## src/rtl/inst_sequencer.sv

```systemverilog
// Instruction sequencer: FETCH/EXEC0/EXEC1 phase control, instruction latch and carry flag.
// Optional single-step gating of fetches is enabled by defining SEQ_STEP_EN.
module inst_sequencer #(
  parameter logic [7:0] RESET_INST = 8'h00
) (
  input  logic       clk,
  input  logic       rst,
  output logic       fetch_req,
  input  logic       fetch_valid,
  input  logic [7:0] fetch_data,
  input  logic       mem_wait,
  input  logic       WC,
  input  logic       alu_cout,
  input  logic       step,
  output logic [7:0] inst,
  output logic       cycle,
  output logic       ncycle,
  output logic       carry,
  output logic       retire,
  output logic [1:0] state
);

  // Handshake: a fetch completes on any cycle where fetch_req and fetch_valid
  // are both high; fetch_valid without fetch_req is ignored.
  localparam logic [1:0] S_FETCH = 2'd0;
  localparam logic [1:0] S_EXEC0 = 2'd1;
  localparam logic [1:0] S_EXEC1 = 2'd2;

  logic [1:0] state_nxt;
  logic       can_fetch;
  logic       fetch_done;
  logic       exec_exit;

`ifdef SEQ_STEP_EN
  logic step_pend;

  // One-deep step memory; a pulse in the completion cycle arms the next fetch.
  always_ff @(posedge clk) begin
    if (rst) begin
      step_pend <= 1'b0;
    end else if (step) begin
      step_pend <= 1'b1;
    end else if (fetch_done) begin
      step_pend <= 1'b0;
    end
  end

  assign can_fetch = step_pend;
`else
  logic unused_step;
  assign unused_step = step;
  assign can_fetch   = 1'b1;
`endif

  assign fetch_req  = (state == S_FETCH) & can_fetch & ~rst;
  assign fetch_done = fetch_req & fetch_valid;
  assign exec_exit  = ((state == S_EXEC0) | (state == S_EXEC1)) & ~mem_wait;
  assign retire     = (((state == S_EXEC0) & ~inst[7]) | (state == S_EXEC1))
                      & ~mem_wait & ~rst;
  assign ncycle     = ~cycle;

  always_comb begin
    state_nxt = state;
    case (state)
      S_FETCH: if (fetch_done) state_nxt = S_EXEC0;
      S_EXEC0: begin
        if (!mem_wait) begin
          state_nxt = inst[7] ? S_EXEC1 : S_FETCH;
        end
      end
      S_EXEC1: if (!mem_wait) state_nxt = S_FETCH;
      default: state_nxt = S_FETCH;
    endcase
  end

  always_ff @(posedge clk) begin
    if (rst) begin
      state <= S_FETCH;
      inst  <= RESET_INST;
      cycle <= 1'b0;
      carry <= 1'b0;
    end else begin
      state <= state_nxt;
      cycle <= (state_nxt == S_EXEC1);
      if (fetch_done) begin
        inst <= fetch_data;
      end
      // Carry only moves on an unstalled exec exit, so it is stable into EXEC1.
      if (exec_exit && WC) begin
        carry <= alu_cout;
      end
    end
  end

endmodule

```

## config.mk

```make
export PLATFORM = sky130hd
export DESIGN_NAME = inst_sequencer
export DESIGN_NICKNAME = d
export VERILOG_FILES = /design/src/rtl/inst_sequencer.sv
export SDC_FILE = /design/constraint.sdc
export NUM_CORES = 1
export LEC_CHECK = 0
export ABC_AREA = 1
export CORE_AREA = 3 3 40 42
export DETAILED_ROUTE_END_ITERATION = 6
export DIE_AREA = 0 0 43 45
export DONT_BUFFER_PORTS = 1
export PLACE_DENSITY = 0.59
export SYNTH_ARGS = -nofsm -noshare
export SYNTH_HDL_FRONTEND = slang
export SYNTH_SLANG_ARGS = --single-unit
```

## constraint.sdc

```tcl
create_clock -name clk -period 0.99 [get_ports clk]
set_input_delay 0.099 -clock clk [delete_from_list [all_inputs] [get_ports clk]]
set_output_delay 0.099 -clock clk [all_outputs]
set_load 0.05 [all_outputs]
```

==> results.md, run 1 <==
- Failing checks: negative setup slack
- Highest clock rate: a little over 700 MHz
- FILL cells: 76
- Vias in the first global route: about 630
- Nets@finish: 136
- Syn_area_per_cell: just under 8 µm²
- DR pass1 iterations: 4
- CP max FO: 3
- Die ar.: a little under 2000 µm²
- CORE AREA: 1285 µm²
- RSZ-0062 raised after global routing: yes
- Sw power: approximately 0.45 mW
- Worst Skew: about 2.3 ps
- Drt drc: 0
- GRT overflow: 0
- Largest net degree at the start of global routing: 10
- Share of post-route cells with drive strength above 1: 0.5431
- Initial antenna violation count: 0
- Via density: between 4 and 5
- Initial DRC Count: 19
- Post-Place Cells: 108
- Clock Sinks: 12
- Worst min path class: input pin to register
- Worst setup margin: -423.3 ps
- Synth-to-layout area growth: 85.44%
- Seq cells post-synth: 12
- Min-delay src: rst
- FP Rows: 13
- Signal arrival time at the worst endpoint: between 1000 and 1500 ps
- Final setup viols: 16
- Synthesized Nets: 94
- Setup CP Type: register to primary output
- Gate Count Post-Synth: between 70 and 80
- Tcrit/Tclk final: 1.428
- Hold depth: 3
- Internal cell power: around 0.91 mW
- Max Cap Viol: 0
- Slew Viols, Final: 0
- TritonCTS clock tree: yes
- Die Width: approximately 43 µm
- Clk_lat worst skew: approximately 290 ps
- Reg-to-reg slack, setup: -350 ps
- Worst EP required: between 800 and 900 ps
- Fin cells: 131
- Global-route wire length before repair: about 2700 µm
- Clock-pin slew on the worst setup and hold paths: ~80 ps
- Lkg Pwr: about 0.52 nW
- Clk buf depth: 2
- Clock power share: 0.297
- Post-Syn Area: 584.3 µm²
- Clk Tree Root Cell: clkbuf_4
- Sequential-to-total area share from yosys stat: 0.4111
- Peak supply drop: 0.9108 mV
- Min Tclk post-route: between 1000 and 1500 ps
- Final Util: 0.8432
- Critical Path Sink Type: primary output
- Power Dens Cells: 1258 nW/µm²
- Sequential share of power: 0.393
- Yosys cell types: 16
- Ant. Diodes: 0
- CTS HTree Levels: 1
- # IOs: 30
- Slew HR: 0.8349
- Detailed-route via count: between 600 and 700
- Die height: roughly 45 µm
- DP Wirelength: between 900 and 1000 µm
- RR Startpoint: state[1]
- GP Congestion: about 0.77
- GRT Resource Usage Total: 0.1925
- Hold slack: roughly 8.2 ps
- DRT Wirelength: approximately 1900 µm
- Comb power frac: 0.310
- WL/cell: 14.56 µm
- Hold path endpoint: inst[6]
- Reg-to-Reg End: inst[7]
- Switching share of power: 0.3295
- Slew of the pin with the lowest slew margin: approximately 250 ps
- Startpoint Class: register
- Initial Util: 0.4547
- Worst R2R Path Depth: 8
- Endpoints failing hold: 0
- CTS Buf Count: 3
- Synth warnings: 0
- Status: finished with violations
- Post-route ant nets: 0
- Port-buffer cells: 0
timing repair:
action | CTS | global route
hold endpoints to repair | 11 | 0
hold buffers | 11 | 0
cloned | 0 | 0
pin swaps | 7 | 6
gates resized for setup | 11 | 11
setup endpoints to repair | 15 | 18
setup buffers | 6 | 2
metal layers:
metal,GRT usage,vias to the layer above,share of wire
met2,0.3862,27,0.53
met5,0,-,0
met1,0.1760,300,0.38
met4,0.06627,0,0.017
met3,0.07171,8,0.077
li1,-,319,-
metrics by stage:
stage	area (µm²)	setup WS, ps	TNS (ps)	total power, mW
after CTS	1036	-382.3	-3925	1.331
after global placement	804.5	-153.9	-1673	0.8654
final	1084	-423.3	-4528	1.363
after floorplan	638.1	-201.1	-2142	0.7757
after global routing	1084	-468.5	-5279	1.411
after detailed placement	804.5	-162.2	-1842	0.8704
worst max path at each step:
stage	endpoint	from	slack [ps]	depth (start not counted)
4_1_cts	retire	state[1]	-380	7
6_report	retire	state[0]	-420	5
2_1_floorplan	retire	state[0]	-200	5
3_3_place_gp	inst[0]	state[1]	-150	6
5_1_grt	retire	state[1]	-470	7
3_5_place_dp	inst[2]	state[1]	-160	6
Yosys cell counts:
cell type  number  share of area
o21ai_0         1         0.0086
nand3_1        11          0.094
ha_1            4          0.086
nand3_4         1          0.030
a21oi_1         1         0.0086
a21boi_2        1          0.019
dfxtp_1        12           0.41
nand3_2         1          0.017
buf_12          1          0.034
nand2_1        23           0.15
nand4_1         1          0.011
nor2_1          4          0.026
inv_4           1          0.011
inv_1          10          0.064
nor2_2          1          0.011
nand2_2         2          0.021
cells by family after synthesis:
| family | count (synthesis) | synth area share |
|---|---|---|
| and+or+nand+nor | 44 | 0.3576 |
| AOI/OAI and AO/OA | 3 | 0.03638 |
| adders and majority gates | 4 | 0.08566 |
| buffers and inverters | 12 | 0.1092 |
| DFF | 12 | 0.4111 |
power by group through the flow:
| stage | combinational (mW) | clock (mW) | sequential, mW |
|---|---|---|---|
| 2_1_floorplan | 0.125 | 0 | 0.650 |
| 3_5_place_dp | 0.328 | 0 | 0.543 |
| 3_3_place_gp | 0.324 | 0 | 0.541 |
| 6_report | 0.422 | 0.405 | 0.536 |
| 4_1_cts | 0.399 | 0.400 | 0.533 |
| 5_1_grt | 0.445 | 0.425 | 0.541 |
final cells by class:
cell class | count | area, µm² | share of cell area
sequential | 12 | 250.2 | 0.2309
timing repair buffer | 38 | 375.4 | 0.3464
inverter | 11 | 52.55 | 0.04850
multi-input combinational | 51 | 350.3 | 0.3233
tap | 15 | 18.77 | 0.01732
clock buffer | 4 | 36.28 | 0.03349
flip-flops by register name, indices dropped and copies added (netlist names):
name   count
inst       8
state      2
cycle      1
carry      1
worst max-delay path, stage by stage, from the launching register on:
cell and delay [ps]:
dfxtp_4 400, inv_4 50, ha_2 190, o21ai_2 180, nor2_4 50, buf_12 140
layout by cell type, fill, tap and decap left out, types with 4 or more instances in the layout:
cell,count
buf_6,6
nand3_1,10
buf_4,17
inv_2,4
nand2_2,6
dlygate4sd3_1,11
nand2_1,19
dfxtp_1,8
(Power assumes the default switching activity.)
==> run 2, diff against run 1 <==
==> constraint.sdc (replaced) <==
create_clock -name clk -period 0.99 [get_ports clk]
set_input_delay 0.099 -clock clk [delete_from_list [all_inputs] [get_ports clk]]
set_output_delay 0.099 -clock clk [all_outputs]
set_load 0.1 [all_outputs]
==> run 2 against run 1 <==
The run now fails in global routing. Synthesized cell count is the same. Area after synthesis is the same.
==> results.md, run 2 <==
- Status: did not finish (was finished with violations)
- Last flow stage reached: global routing
- Err: [ERROR DPL-0033] detailed placement checks failed during check placement.
- Sequential-to-total area share from yosys stat: 0.4111 (unchanged)
- Gate Count Post-Synth: 75 (unchanged)
- Yosys cell types: 16 (unchanged)
- Synth warnings: 0 (unchanged)
- Clk Tree Root Cell: clkbuf_4 (unchanged)
- Die height: 45 µm (unchanged)
- Async S/R FF share, synth: 0 (unchanged)
- FP Rows: 13 (unchanged)
- Synthesized Nets: 94 (unchanged)
- Syn_area_per_cell: 7.791 µm² (unchanged)
- Post-GRT worst EP: retire
- Post-Syn Area: 584.3 µm² (unchanged)
- Largest net degree at the start of global routing: 10
- Worst EP Category: primary output
- EDFF count, synth: 0 (unchanged)
- Initial antenna violation count: 0
- DP Wirelength: 1110 µm (was 997.9 µm)
- Initial Util: 0.4547 (unchanged)
- CTS HTree Levels: 1 (unchanged)
- Setup slack at placement: -206.1 ps (was -162.2 ps)
- Top cell type's share of synthesized area: 0.4111 (unchanged)
- CTS Buf Count: 3 (unchanged)
- Clock Sinks: 12 (unchanged)
- Port-buffer cells: 0 (unchanged)
- # IOs: 30 (unchanged)
- Commonest cells in the synthesized netlist: nand2_1, dfxtp_1, nand3_1 (unchanged)
- Clk buf depth: 2 (unchanged)
- Top FF cell, synth: dfxtp_1 (unchanged)
- Die Width: 43 µm (unchanged)
- GP Congestion: 0.7624 (was 0.7685)
- Synth area leaders: dfxtp_1, nand2_1, nand3_1, ha_1, inv_1 (unchanged)
- Most frequent cell after synthesis: nand2_1 (unchanged)
- Seq cells post-synth: 12 (unchanged)
- Leading area contributor after synthesis: dfxtp_1 (unchanged)
## run 2: cell counts after synthesis
No cell type changed its count.
## run 2: kinds of logic after synthesis
logic type	after synthesis	synth area share
AND/OR/NAND/NOR	44	0.3576
AO/OA/AOI/OAI	3	0.03638
buffers and inverters	12	0.1092
flip-flops	12	0.4111
adder cells (fa/ha/maj)	4	0.08566
## run 2: timing repair
item                                   CTS
pin swaps                                9
endpoints found under the hold margin   11
buffers inserted                         5
hold buffers                            11
setup endpoints to repair               19
resized for setup                       21
## run 2: metrics by stage
step | std cells | hold slack [ps] | utilization | instance area, µm² | TNS [ps]
2_1_floorplan | 75 | 160.7 | - | 649.4 | -4837
3_3_place_gp | 110 | 163.2 | 0.7342 | 943.4 | -2026
3_5_place_dp | 110 | 163.6 | 0.7342 | 943.4 | -2358
4_1_cts | 129 | -139.8 | 0.9289 | 1194 | -4196
==> run 3, diff against run 2 <==
--- a/config.mk
+++ b/config.mk
@@ -6,11 +6,11 @@
 export NUM_CORES = 1
 export LEC_CHECK = 0
 export ABC_AREA = 1
-export CORE_AREA = 3 3 40 42
+export CORE_AREA = 3 3 64 66
 export DETAILED_ROUTE_END_ITERATION = 6
-export DIE_AREA = 0 0 43 45
+export DIE_AREA = 0 0 67 69
 export DONT_BUFFER_PORTS = 1
-export PLACE_DENSITY = 0.59
+export PLACE_DENSITY_LB_ADDON = 0.15
 export SYNTH_ARGS = -nofsm -noshare
 export SYNTH_HDL_FRONTEND = slang
 export SYNTH_SLANG_ARGS = --single-unit
==> constraint.sdc (replaced) <==
create_clock -name clk -period 1.29 [get_ports clk]
set_input_delay 0.129 -clock clk [delete_from_list [all_inputs] [get_ports clk]]
set_output_delay 0.129 -clock clk [all_outputs]
set_load 0.1 [all_outputs]
==> run 3 against run 2 <==
The flow now finishes, with violations (negative setup slack).
==> results.md, run 3 (synthesis results as in run 1) <==
- GP Congestion: 0.6612 (was 0.7624)
- Max reg flops: 8
- Via density: ~3.6
- Die ar.: around 4600 µm²
- Worst EP required: roughly 1200 ps
- Worst min path class: input pin to register
- Vias in the first global route: 556
- CTS Buf Count: 3 (unchanged)
- # IOs: 30 (unchanged)
- Detailed-route via count: 560
- Slew HR: 0.8137
- FILL cells: ~420
- Area of the multi-input gates: approximately 330 µm²
- FF+latch area: about 250 µm²
- Share of post-route cells with drive strength above 1: 0.4579
- Clock Sinks: 12 (unchanged)
- Placed cell areas: 824.5 µm² (was 943.4 µm²)
- Nets@finish: approximately 130
- Top Registers: inst (8), state (2)
- Sw power: 0.4492 mW
- Most common cell after layout, fill and taps aside: nand2_1
- Die Width: 67 µm (was 43 µm)
- Slew of the pin with the lowest slew margin: 281.8 ps
- Highest clock rate: 718.4 MHz
- FP Rows: 22 (was 13)
- Worst Skew: around 4.2 ps
- Most frequent cells in the layout: nand2_1, buf_4, nand3_1
- Initial Util: 0.1608 (was 0.4547)
- CP max FO: 3
- Lkg Pwr: 0.4790 nW
- Clk_lat worst skew: ~240 ps
- Largest net degree at the start of global routing: 10
- Worst setup margin: -101.9 ps
- WL/cell: approximately 11 µm
- GRT Resource Usage Total: 0.08124
- Failing checks: negative setup slack
- DR pass1 iterations: 3
- Peak supply drop: approximately 0.26 mV
- Initial antenna violation count: 0
- Tcrit/Tclk final: 1.079
- Drt drc: 0
- Port-buffer cells: 0 (unchanged)
- Clk Tree Root Cell: clkbuf_8 (was clkbuf_4)
- Total power: around 1.2 mW
- Ant. Diodes: 0
- Final Util: 0.2789
- Critical Path Sink Type: primary output
- Clk buf depth: 2 (unchanged)
- Clock-pin slew on the worst setup and hold paths: 60 ps
- Post-route cell area: 1013 µm²
- TritonCTS clock tree: yes
- Signal arrival time at the worst endpoint: between 1000 and 1500 ps
- DRT Wirelength: 1633 µm
- DP Wirelength: 1213 µm (was 1110 µm)
- Max Cap Viol: 0
- Startpoint Class: register
- CTS HTree Levels: 1 (unchanged)
- Synth-to-layout area growth: 73.45%
- Comb power frac: 0.314
- Endpoints failing hold: 0
- Sequential share of power: 0.336
- Slew Viols, Final: 0
- Min Tclk post-route: approximately 1400 ps
- Initial DRC Count: 2
- Internal cell power: 0.7692 mW
- GRT overflow: 0
- Status: finished with violations (was did not finish)
- Power Dens Cells: ~1200 nW/µm²
- Clock power share: 0.350
- CORE AREA: 3633 µm²
- Largest Register: inst
- Setup CP Type: register to primary output
- Final setup viols: 10
- Die height: 69 µm (was 45 µm)
- Post-route ant nets: 0
- Setup TNS: -274.5 ps
- Switching share of power: 0.3687
- Global-route wire length before repair: 2697 µm
- RSZ-0062 raised after global routing: yes
run 3: path summary, 6_finish.rpt:
check / startpoint / to / slack, ps / cells after the start
max reg2reg: state[1] / inst[5] / -20 / 8
min reg2reg: inst[0] / inst[0] / 460 / 2
min: fetch_data[5] / inst[5] / 10 / 2
max: state[1] / retire / -100 / 7
run 3: power by group through the flow:
stage                     Combinational (mW)  Sequential (mW)  Clock (mW)
after floorplan                        0.110            0.585           0
after global placement                 0.344            0.418           0
after detailed placement               0.345            0.419           0
after CTS                              0.376            0.410       0.443
after global routing                   0.402            0.413       0.458
final                                  0.383            0.409       0.427
run 3: timing repair:
item / in CTS / in global routing
hold endpoints to repair: 8 / 1
gates resized for setup: 4 / 2
pin swaps: 4 / 0
hold buffers: 7 / 1
setup endpoints to repair: 2 / 12
setup buffers: 4 / 1
run 3: layout make-up:
cell class | count | share of cell area
inverters | 11 | 0.04938
clock buffers | 4 | 0.05432
repair buffers | 29 | 0.2630
multi-input cells | 51 | 0.3247
well taps | 48 | 0.05926
flip-flops and latches | 12 | 0.2494
run 3: critical path, cell delays in order, from the launching register on:
cell	delay (ps)
dfxtp_4	360
inv_4	60
ha_4	130
inv_2	40
nor2_2	80
o21ai_2	70
nor2_4	100
buf_12	180
run 3: per-layer routing:
| metal | global-route usage | wire (µm) |
|---|---|---|
| met4 | 0.05405 | 27 |
| met2 | 0.1277 | 867 |
| met3 | 0.02117 | 50 |
| met1 | 0.09397 | 688 |
| met5 | 0 | 0 |
run 3: through the flow:
stage	setup WS [ps]	cells	hold slack, ps
after global routing	-184.9	155	31.59
after floorplan	-257.6	75	198.1
final	-101.9	155	10.41
after global placement	72.27	138	203.6
after detailed placement	61.40	138	201.7
after CTS	-117.6	153	-62.13
==> run 4, diff against run 3 <==
--- a/config.mk
+++ b/config.mk
@@ -11,6 +11,8 @@
 export DIE_AREA = 0 0 67 69
 export DONT_BUFFER_PORTS = 1
 export PLACE_DENSITY_LB_ADDON = 0.15
+export REMOVE_ABC_BUFFERS = 1
 export SYNTH_ARGS = -nofsm -noshare
 export SYNTH_HDL_FRONTEND = slang
 export SYNTH_SLANG_ARGS = --single-unit
+export TNS_END_PERCENT = 10
==> run 4 against run 3 <==
The run still ends with negative setup slack left. Sequential cell count did not move. Clock-buffer cell count stayed put. Sequential share of layout area rose by 0.52 points. Non-clock buffer count down 2. Via count up 1.6%. Combinational power fell by 3%. Core utilization decreased by 1.4 points. Power shrank 2.7%. Final cell count decreased by 1.3%. Global-route usage down 1.3 points. Worst hold slack lost 6.9 ps. Highest routed layer unchanged.
==> results.md, run 4 (synthesis results as in run 1) <==
- CORE AREA: 3633 µm² (unchanged)
- WL/cell: 9.804 µm (was 10.54 µm)
- Clk Tree Root Cell: clkbuf_8 (unchanged)
- Detailed-route via count: 569 (was 560)
- Most frequent cells in the layout: nand2_1, buf_4, nand3_1 (unchanged)
- Slew HR: 0.8139 (was 0.8137)
- Hold slack: 3.513 ps (was 10.41 ps)
- Clk buf depth: 2 (unchanged)
- Placed cell areas: 797.0 µm² (was 824.5 µm²)
- Nets@finish: 125 (was 127)
- Setup TNS: -192.3 ps (was -274.5 ps)
- Port-buffer cells: 0 (unchanged)
- Worst setup margin: -101.3 ps (was -101.9 ps)
- Area of the multi-input gates: 312.8 µm² (was 329.1 µm²)
- Startpoint Class: register (unchanged)
- TritonCTS clock tree: yes (unchanged)
- Clock-pin slew on the worst setup and hold paths: 50 ps (was 60 ps)
- Status: finished with violations (unchanged)
- Largest Register: inst (unchanged)
- Largest net degree at the start of global routing: 10 (unchanged)
- Post-route cell area: 963.4 µm² (was 1013 µm²)
- Fin cells: 153 (was 155)
- Critical Path Sink Type: primary output (unchanged)
- Lkg Pwr: 0.4729 nW (was 0.4790 nW)
- FILL cells: 410 (was 415)
- Initial DRC Count: 19 (was 2)
- Highest clock rate: 718.8 MHz (was 718.4 MHz)
- Ant. Diodes: 0 (unchanged)
- GRT overflow: 0 (unchanged)
- Endpoints failing hold: 0 (unchanged)
- GRT Resource Usage Total: 0.06821 (was 0.08124)
- Initial antenna violation count: 0 (unchanged)
- Vias in the first global route: 548 (was 556)
- Peak supply drop: 0.5854 mV (was 0.2579 mV)
- Total power: 1.186 mW (was 1.218 mW)
- Max reg flops: 8 (unchanged)
- Worst min path class: input pin to register (unchanged)
- CP max FO: 2 (was 3)
- Tcrit/Tclk final: 1.079 (about the same)
- DRT Wirelength: 1500 µm (was 1633 µm)
- Final setup viols: 2 (was 10)
- Die Width: 67 µm (unchanged)
- Clk_lat worst skew: 240 ps (about the same)
- Slew Viols, Final: 0 (unchanged)
- CTS Buf Count: 3 (unchanged)
- Global-route wire length before repair: 2387 µm (was 2697 µm)
- Worst EP required: 1160 ps (about the same)
- Post-Place Cells: 141 (was 138)
- Die height: 69 µm (unchanged)
- GP Congestion: 0.7272 (was 0.6612)
- Clock Sinks: 12 (unchanged)
- Initial Util: 0.1608 (unchanged)
- Signal arrival time at the worst endpoint: 1260 ps (about the same)
- # IOs: 30 (unchanged)
- Min Tclk post-route: 1391 ps (was 1392 ps)
- Max Cap Viol: 0 (unchanged)
- Slew of the pin with the lowest slew margin: 281.4 ps (was 281.8 ps)
- CTS HTree Levels: 1 (unchanged)
- Failing checks: negative setup slack (unchanged)
- Drt drc: 0 (unchanged)
- FP Rows: 22 (unchanged)
- FF+latch area: 245.2 µm² (was 252.7 µm²)
- Worst Skew: 2.941 ps (was 4.199 ps)
- Share of post-route cells with drive strength above 1: 0.4000 (was 0.4579)
- Synth-to-layout area growth: 64.88% (was 73.45%)
- Via density: 3.719 (was 3.613)
- Most common cell after layout, fill and taps aside: nand2_1 (unchanged)
- Die ar.: 4623 µm² (unchanged)
- DP Wirelength: 1147 µm (was 1213 µm)
- Post-route ant nets: 0 (unchanged)
- RSZ-0062 raised after global routing: yes (unchanged)
- DR pass1 iterations: 4 (was 3)
- Top Registers: inst (8), state (2) (unchanged)
- Power Dens Cells: 1231 nW/µm² (was 1202 nW/µm²)
- Setup CP Type: register to primary output (unchanged)
==> run 4: through the flow <==
step	utilization	worst slack (ps)
floorplan	-	-1577
global placement	0.2194	66.99
detailed placement	0.2194	52.34
CTS	0.2552	-138.3
global route	0.2652	-161.2
finish	0.2652	-101.3
==> run 4: critical path: stages, from the launching register on <==
cell     delay [ps]
dfxtp_2         320
buf_4           130
ha_1            180
o21ai_1         170
nor2_2           70
buf_12          160
==> run 4: per-layer routing <==
layer	vias to the layer above	part of all wire	track usage	routed length, µm
met4	0	0.014	0.02703	21
met2	28	0.45	0.1048	670
li1	293	-	-	-
met1	244	0.43	0.07525	642
met5	-	0	0	0
met3	4	0.11	0.04072	165
==> run 4: worst paths after layout <==
| kind | slack, ps | to | depth (start not counted) | start |
|---|---|---|---|---|
| min | 4 | inst[3] | 2 | fetch_data[3] |
| max | -100 | retire | 5 | state[1] |
| min reg2reg | 460 | carry | 2 | carry |
| max reg2reg | 120 | state[0] | 5 | state[1] |
==> run 4: final cells by class <==
type,instances,area share
tap,48,0.06234
multi-input combinational,51,0.3247
timing repair buffer,27,0.2558
sequential,12,0.2545
inverter,11,0.04545
clock buffer,4,0.05714
==> run 4: timing repair <==
action / 4_1_cts / 5_1_grt
buffers inserted: 1 / 1
endpoints found under the setup margin: 2 / 7
endpoints found under the hold margin: 6 / 1
resized for setup: 8 / 5
hold buffers: 5 / 1
pin swaps: 2 / 2
==> run 4: power by group <==
part           total, mW  internal [mW]  switching [mW]
registers          0.410          0.395          0.0150
clock network      0.404          0.269           0.135
logic              0.371          0.100           0.271
total               1.19          0.765           0.421
